[config.mk]
export PLATFORM = sky130hd
export DESIGN_NAME = trap_decoder_flat
export DESIGN_NICKNAME = d
export VERILOG_FILES = /design/src/rtl/trap_decoder_if.sv /design/src/rtl/trap_decoder.sv /design/src/flat_wrapper.sv
export SDC_FILE = /design/constraint.sdc
export NUM_CORES = 1
export LEC_CHECK = 0
export ABC_AREA = 0
export CAP_MARGIN = 0
export CORE_MARGIN = 2
export CORE_UTILIZATION = 60
export CTS_BUF_LIST = sky130_fd_sc_hd__clkbuf_4 sky130_fd_sc_hd__clkbuf_8
export DETAILED_ROUTE_END_ITERATION = 10
export DONT_BUFFER_PORTS = 1
export PLACE_DENSITY = 0.76
export RECOVER_POWER = 50
export SYNTH_ARGS = -nofsm -noshare
export SYNTH_HDL_FRONTEND = slang
export SYNTH_SLANG_ARGS = --single-unit
[constraint.sdc]
create_clock -name clk_in -period 3.4 [get_ports clk_in]
set_input_delay 0.17 -clock clk_in [delete_from_list [all_inputs] [get_ports clk_in]]
set_output_delay 0.17 -clock clk_in [all_outputs]
set_load 0.05 [all_outputs]
[src/rtl/trap_decoder_if.sv]
// Redirect handshake between the trap decoder (master) and the fetch stage (slave).
interface trap_decoder_if #(
  parameter int XLEN = 32
);
  logic            redirect_valid_o;
  logic [XLEN-1:0] redirect_pc_o;
  logic            redirect_ready_i;

  modport master (
    output redirect_valid_o,
    output redirect_pc_o,
    input  redirect_ready_i
  );

  modport slave (
    input  redirect_valid_o,
    input  redirect_pc_o,
    output redirect_ready_i
  );
endinterface

[src/rtl/trap_decoder.sv]
// Trap entry/return sequencer: owns mstatus stacking and redirects fetch into the handler.
// Optional macro TRAP_DOUBLE_FAULT_EN: a nested exception in the handler parks the block in FAULT.
module trap_decoder #(
  parameter int XLEN      = 32,
  parameter int NUM_CAUSE = 16
) (
  input  logic                 clk_in,
  input  logic                 rst_in,
  input  logic                 except_flag,
  input  logic [XLEN-1:0]      mcause_in,
  input  logic [XLEN-1:0]      mepc_in,
  input  logic [XLEN-1:0]      mtvec_in,
  input  logic                 mret_in,
  input  logic                 csr_mstatus_we_i,
  input  logic [XLEN-1:0]      csr_mstatus_wdata_i,
  output logic                 except_ack_o,
  trap_decoder_if.master       redirect,
  output logic [XLEN-1:0]      mstatus_out,
  output logic [NUM_CAUSE-1:0] cause_onehot_o,
  output logic                 is_interrupt_o,
  output logic                 in_trap_o
`ifdef TRAP_DOUBLE_FAULT_EN
  ,
  output logic                 double_fault_o
`endif
);

  typedef enum logic [2:0] {
    IDLE,
    ENTRY,
    HANDLER,
    RETURN
`ifdef TRAP_DOUBLE_FAULT_EN
    ,
    FAULT
`endif
  } state_t;

  state_t state, state_next;

  logic            mie, mpie;
  logic [1:0]      mpp;
  logic [XLEN-1:2] mepc_q;
  logic [XLEN-1:0] pc_q;
  logic            ack_q;

  logic                 trap_ok;
  logic                 accept;
  logic                 mret_take;
  logic                 fault_take;
  logic                 csr_ok;
  logic                 entry_done;
  logic                 return_done;
  logic [XLEN-1:0]      target_pc;
  logic [NUM_CAUSE-1:0] onehot_next;

  wire unused_bits = ^{mepc_in[1:0], csr_mstatus_wdata_i[XLEN-1:13],
                       csr_mstatus_wdata_i[10:8], csr_mstatus_wdata_i[6:4],
                       csr_mstatus_wdata_i[2:0]};

  always_ff @(posedge clk_in) begin
    if (rst_in) state <= IDLE;
    else        state <= state_next;
  end

  always_comb begin
    state_next  = state;
    accept      = 1'b0;
    mret_take   = 1'b0;
    fault_take  = 1'b0;
    csr_ok      = 1'b1;
    entry_done  = 1'b0;
    return_done = 1'b0;
    trap_ok     = except_flag && (!mcause_in[XLEN-1] || mie);
    case (state)
      IDLE: begin
        if (trap_ok) begin
          accept     = 1'b1;
          state_next = ENTRY;
        end
      end
      ENTRY: begin
        if (redirect.redirect_ready_i) begin
          entry_done = 1'b1;
          state_next = HANDLER;
        end
      end
      HANDLER: begin
        // A pending trap always beats a coincident MRET.
        if (trap_ok) begin
`ifdef TRAP_DOUBLE_FAULT_EN
          if (!mcause_in[XLEN-1]) begin
            fault_take = 1'b1;
            state_next = FAULT;
          end else begin
            accept     = 1'b1;
            state_next = ENTRY;
          end
`else
          accept     = 1'b1;
          state_next = ENTRY;
`endif
        end else if (mret_in) begin
          mret_take  = 1'b1;
          state_next = RETURN;
        end
      end
      RETURN: begin
        if (redirect.redirect_ready_i) begin
          return_done = 1'b1;
          state_next  = IDLE;
        end
      end
`ifdef TRAP_DOUBLE_FAULT_EN
      FAULT: begin
        csr_ok = 1'b0;
      end
`endif
      default: state_next = IDLE;
    endcase
  end

  // Vectored mode only offsets interrupts; reserved modes fall back to direct.
  always_comb begin
    target_pc = {mtvec_in[XLEN-1:2], 2'b00};
    if (mtvec_in[1:0] == 2'b01 && mcause_in[XLEN-1])
      target_pc = {mtvec_in[XLEN-1:2], 2'b00} + {mcause_in[XLEN-3:0], 2'b00};
    onehot_next = '0;
    for (int k = 0; k < NUM_CAUSE; k++)
      onehot_next[k] = (mcause_in[XLEN-2:0] == (XLEN-1)'(k));
  end

  always_ff @(posedge clk_in) begin
    if (rst_in) begin
      ack_q          <= 1'b0;
      pc_q           <= '0;
      mepc_q         <= '0;
      mie            <= 1'b0;
      mpie           <= 1'b0;
      mpp            <= 2'b11;
      cause_onehot_o <= '0;
      is_interrupt_o <= 1'b0;
      in_trap_o      <= 1'b0;
    end else begin
      ack_q <= accept | fault_take;
      if (accept) begin
        mepc_q         <= mepc_in[XLEN-1:2];
        pc_q           <= target_pc;
        cause_onehot_o <= onehot_next;
        is_interrupt_o <= mcause_in[XLEN-1];
        mpie           <= mie;
        mie            <= 1'b0;
        mpp            <= 2'b11;
      end else if (mret_take) begin
        pc_q <= {mepc_q, 2'b00};
        mie  <= mpie;
        mpie <= 1'b1;
        mpp  <= 2'b11;
      end else if (csr_mstatus_we_i && csr_ok && !fault_take) begin
        mie  <= csr_mstatus_wdata_i[3];
        mpie <= csr_mstatus_wdata_i[7];
        mpp  <= csr_mstatus_wdata_i[12:11];
      end
      if (entry_done) in_trap_o <= 1'b1;
      if (return_done) begin
        in_trap_o      <= 1'b0;
        cause_onehot_o <= '0;
        is_interrupt_o <= 1'b0;
      end
    end
  end

`ifdef TRAP_DOUBLE_FAULT_EN
  always_ff @(posedge clk_in) begin
    if (rst_in)          double_fault_o <= 1'b0;
    else if (fault_take) double_fault_o <= 1'b1;
  end
`endif

  always_comb begin
    mstatus_out        = '0;
    mstatus_out[3]     = mie;
    mstatus_out[7]     = mpie;
    mstatus_out[12:11] = mpp;
  end

  assign except_ack_o              = ack_q;
  assign redirect.redirect_valid_o = (state == ENTRY) || (state == RETURN);
  assign redirect.redirect_pc_o    = pc_q;

endmodule

[src/flat_wrapper.sv]
// flat-port wrapper written by rule: the top's interface ports become plain ports
module trap_decoder_flat 
#(
  parameter int XLEN      = 32,
  parameter int NUM_CAUSE = 16
)
  (clk_in, rst_in, except_flag, mcause_in, mepc_in, mtvec_in, mret_in, csr_mstatus_we_i, csr_mstatus_wdata_i, except_ack_o, mstatus_out, cause_onehot_o, is_interrupt_o, in_trap_o, redirect_redirect_valid_o, redirect_redirect_pc_o, redirect_redirect_ready_i);
  trap_decoder_if #(.XLEN(XLEN)) redirect_i ();
  input  logic clk_in;
  input  logic rst_in;
  input  logic except_flag;
  input  logic [XLEN-1:0] mcause_in;
  input  logic [XLEN-1:0] mepc_in;
  input  logic [XLEN-1:0] mtvec_in;
  input  logic mret_in;
  input  logic csr_mstatus_we_i;
  input  logic [XLEN-1:0] csr_mstatus_wdata_i;
  output logic except_ack_o;
  output logic [XLEN-1:0] mstatus_out;
  output logic [NUM_CAUSE-1:0] cause_onehot_o;
  output logic is_interrupt_o;
  output logic in_trap_o;
  output wire logic [$bits(redirect_i.redirect_valid_o)-1:0] redirect_redirect_valid_o;
  output wire logic [$bits(redirect_i.redirect_pc_o)-1:0] redirect_redirect_pc_o;
  input wire logic [$bits(redirect_i.redirect_ready_i)-1:0] redirect_redirect_ready_i;
  assign redirect_redirect_valid_o = redirect_i.redirect_valid_o;
  assign redirect_redirect_pc_o = redirect_i.redirect_pc_o;
  assign redirect_i.redirect_ready_i = redirect_redirect_ready_i;
  trap_decoder #(.XLEN(XLEN), .NUM_CAUSE(NUM_CAUSE)) u_core (.clk_in(clk_in), .rst_in(rst_in), .except_flag(except_flag), .mcause_in(mcause_in), .mepc_in(mepc_in), .mtvec_in(mtvec_in), .mret_in(mret_in), .csr_mstatus_we_i(csr_mstatus_we_i), .csr_mstatus_wdata_i(csr_mstatus_wdata_i), .except_ack_o(except_ack_o), .redirect(redirect_i), .mstatus_out(mstatus_out), .cause_onehot_o(cause_onehot_o), .is_interrupt_o(is_interrupt_o), .in_trap_o(in_trap_o));
endmodule
==> results.tsv <==
metric	value	unit
rsz0062_at_grt	no	
synth_ff_type	dfxtp_1	
min_period	3.076	ns
post_cts_buffers	0	
postPlaceCellArea	5185	um2
fin_area	5851	um2
wl_per_cell	18.60	um
rr_worst_depth	7	
worstSetupPathType	reg -> reg	
crit_buf_inv	1	
yosys_warnings	0	
io_pins	218	
multi_input_area	3267	um2
status	finished, final reports clean	
setup.worst_path.start_class	flip-flop	
drtIter0Drc	220	
async_reset_ff_frac	0	
area_growth	10.99	%
diodes	0	
power.total	2721	uW
gr-total-overflow	0	
synthCells	665	
synth-xor-area-share	0.03822	
root_buffer	clkbuf_8	
first_global_vias	4980	
die_h	97.73	um
cts.sinks	85	
slowest_delay	0.67	ns
cp_top_family	simple AND/OR/NAND/NOR gates	
hold_violations	0	
synth-simple-area-share	0.1927	
cp_num_cells	7	
dp_hpwl	10.23	mm
swShare	0.3459	
die_area	9551	um2
comb_power_share	0.229	
cts_buffers	9	
vdd_ir_drop_max	0.2805	mV
final_cell_count_no_fill	794	
synth_mux_area_frac	0.02943	
synth_edf_count	0	
setup_viol	0	
syn_avg_cell_area	7.927	um2
syn_area	5271	um2
cts_tree	done	
antenna_found_initial	0	
vias_per_cell	6.203	
insertion_delay	0.37	ns
powerDensity	465.0	nW/um2
final_core_util	0.6775	
place.gp.congestion	0.9961	
synth_top_family_by_area	compound AO/OA/AOI/OAI gates	
worstMarginPinSlew	1.059	ns
grt_pass1_wl	23.56	mm
ys_seq_area_frac	0.3228	
cap_violations	0	
first_pass_iters	5	
ant_nets	0	
critPathRequiredTime	3.69	ns
fin_nets	845	
holdPathStages	3	
pwr-share-seq	0.437	
cp_cell_sequence	nor2b_1 > and2_2 > nand4_1 > nor4b_1 > nand3_1 > dlygate4sd3_1 > a21oi_1	
fill_cells	729	
initial_core_util	0.6104	
io_buffer_count	0	
crit_fanout	14	
finalCritPeriodShare	0.9046	
cts.clk_slew.worst_paths	0.10	ns
layout-drive-gt1-share	0.05539	
cts.path.max_buffers	2	
seq_area	1702	um2
numPlacedInstances	737	
grt_max_degree	66	
leakage	0.002339	uW
internal_power	1780	uW
endpoint_kind	flip-flop	
fin_skew	0.01630	ns
core_area	8636	um2
vias	4925	
p_sw	941.0	uW
finalSetupTns	0	ns
finalWirelength	14.77	mm
yosysUniqueCellTypes	64	
yosys.area_share.adder	0.07263	
rows	34	
gr-usage-all-layers	0.3008	
cts_resized	0	
finalMaxSlewViolations	0	
clkPwrFrac	0.334	
fp.dieW	97.73	um
synth_seq_cells	85	
hp-class	in -> reg	
critPathSlowestCell	nor4b_1	
cp.arrival	3.37	ns
cts_max_level	3	
synth_compound_area_frac	0.2651	
fmaxAchievable	325.1	MHz
relSlewSlack	0.2917	
drc	0	
worst reg2reg max path: stages, from the launching register on:
cell,delay [ns]
dfxtp_1,0.57
nor2b_1,0.27
and2_2,0.36
nand4_1,0.29
nor4b_1,0.67
nand3_1,0.13
dlygate4sd3_1,0.58
a21oi_1,0.13
registers in the layout, summed over array words and instances (netlist names):
| signal | count |
|---|---|
| u_core.except_ack_o | 1 |
| u_core.mie | 1 |
| u_core.mpie | 1 |
| u_core.mepc_q | 30 |
| u_core.redirect.redirect_pc_o | 30 |
| u_core.state | 2 |
| u_core.in_trap_o | 1 |
| u_core.cause_onehot_o | 16 |
| u_core.is_interrupt_o | 1 |
| u_core.mpp | 2 |
cells in the mapped netlist (6+ instances only):
library cell    n  area [um2]
o21ai_0        14       70.07
inv_1           9       33.78
xnor2_1        13       113.9
mux2i_1        14       140.1
a211oi_1       16       120.1
o221ai_1        7       61.31
and2_1          7       43.79
nand3_1        10       50.05
dfxtp_1        85        1702
nor3_1          9       45.04
ha_1           29       362.9
a221oi_1        8       70.07
a21oi_1        79       395.4
a21o_1         15       112.6
a22oi_1        13       97.59
nor4_1          6       37.54
clkbuf_1       32       120.1
nand2_1       113       424.2
buf_4          32       240.2
nor2_1         49       183.9
xor2_1         10       87.58
routing by layer:
metal	routed length [um]	vias to the layer above	part of all wire	GRT usage
met5	0	-	0	0
met4	396	0	0.027	0.1410
met3	1249	33	0.085	0.08089
met2	7296	220	0.49	0.5273
met1	5827	2302	0.39	0.3407
li1	-	2370	-	-
layout by cell type (no fill, tap or decap), types with 4 or more instances in the layout:
master,n
mux2i_1,14
o211ai_1,5
or2_2,4
o22ai_1,4
a211oi_1,16
nand3_1,10
nor3b_1,5
clkbuf_8,9
and3_1,4
o221ai_1,7
o21bai_1,5
nand2_1,113
xnor2_1,13
nor3_1,9
dlygate4sd3_1,40
a21oi_1,79
nand2b_1,4
nor2b_1,4
inv_1,9
ha_1,29
dfxtp_1,85
and2_1,5
xor2_1,10
a21o_1,15
conb_1,30
a22oi_1,13
o21ai_0,14
nor4_1,6
nor2_1,49
inv_6,4
a311oi_1,5
a221oi_1,8
power by group through the flow:
stage	clock network, uW	registers [uW]	logic (uW)
after floorplan	0	1190	520
after global placement	0	1210	541
after detailed placement	0	1210	557
after CTS	915	1190	615
after global routing	953	1200	679
final	909	1190	622
logic make-up after synthesis:
logic type | Yosys count
compound gates | 205
mux | 15
simple gates | 228
xor+xnor | 23
buf+inv | 78
other cells | 1
fa+ha+maj | 30
flops | 85
per-stage QoR:
stage	hold WS, ns	setup WS, ns
finish	0.01951	0.3245
global route	0.03547	0.06769
CTS	0.005708	0.2874
detailed placement	0.2443	0.5321
global placement	0.2432	0.5445
floorplan	0.2983	0.7942
path summary, 6_finish.rpt:
path / startpoint / to / slack (ns)
worst max-delay path: u_core.state[0] / u_core.cause_onehot_o[11] / 0.32
worst min-delay path: rst_in / u_core.redirect.redirect_pc_o[19] / 0.02
worst max register to register: u_core.state[0] / u_core.cause_onehot_o[11] / 0.32
worst min register to register: u_core.mepc_q[15] / u_core.mepc_q[15] / 0.46
layout make-up:
cell class,instances,area share
flip-flops and latches,85,0.2908
clock buffers,9,0.02117
inverters,9,0.005774
well taps,108,0.02310
clock inverters,7,0.02139
multi-input cells,531,0.5584
repair buffers,45,0.07934
repair_timing:
| item | 4_1_cts | 5_1_grt |
|---|---|---|
| hold buffers | 41 | 0 |
| endpoints found under the setup margin | 0 | 0 |
| hold endpoints to repair | 71 | 0 |
Power figures use the tool's default switching activity.
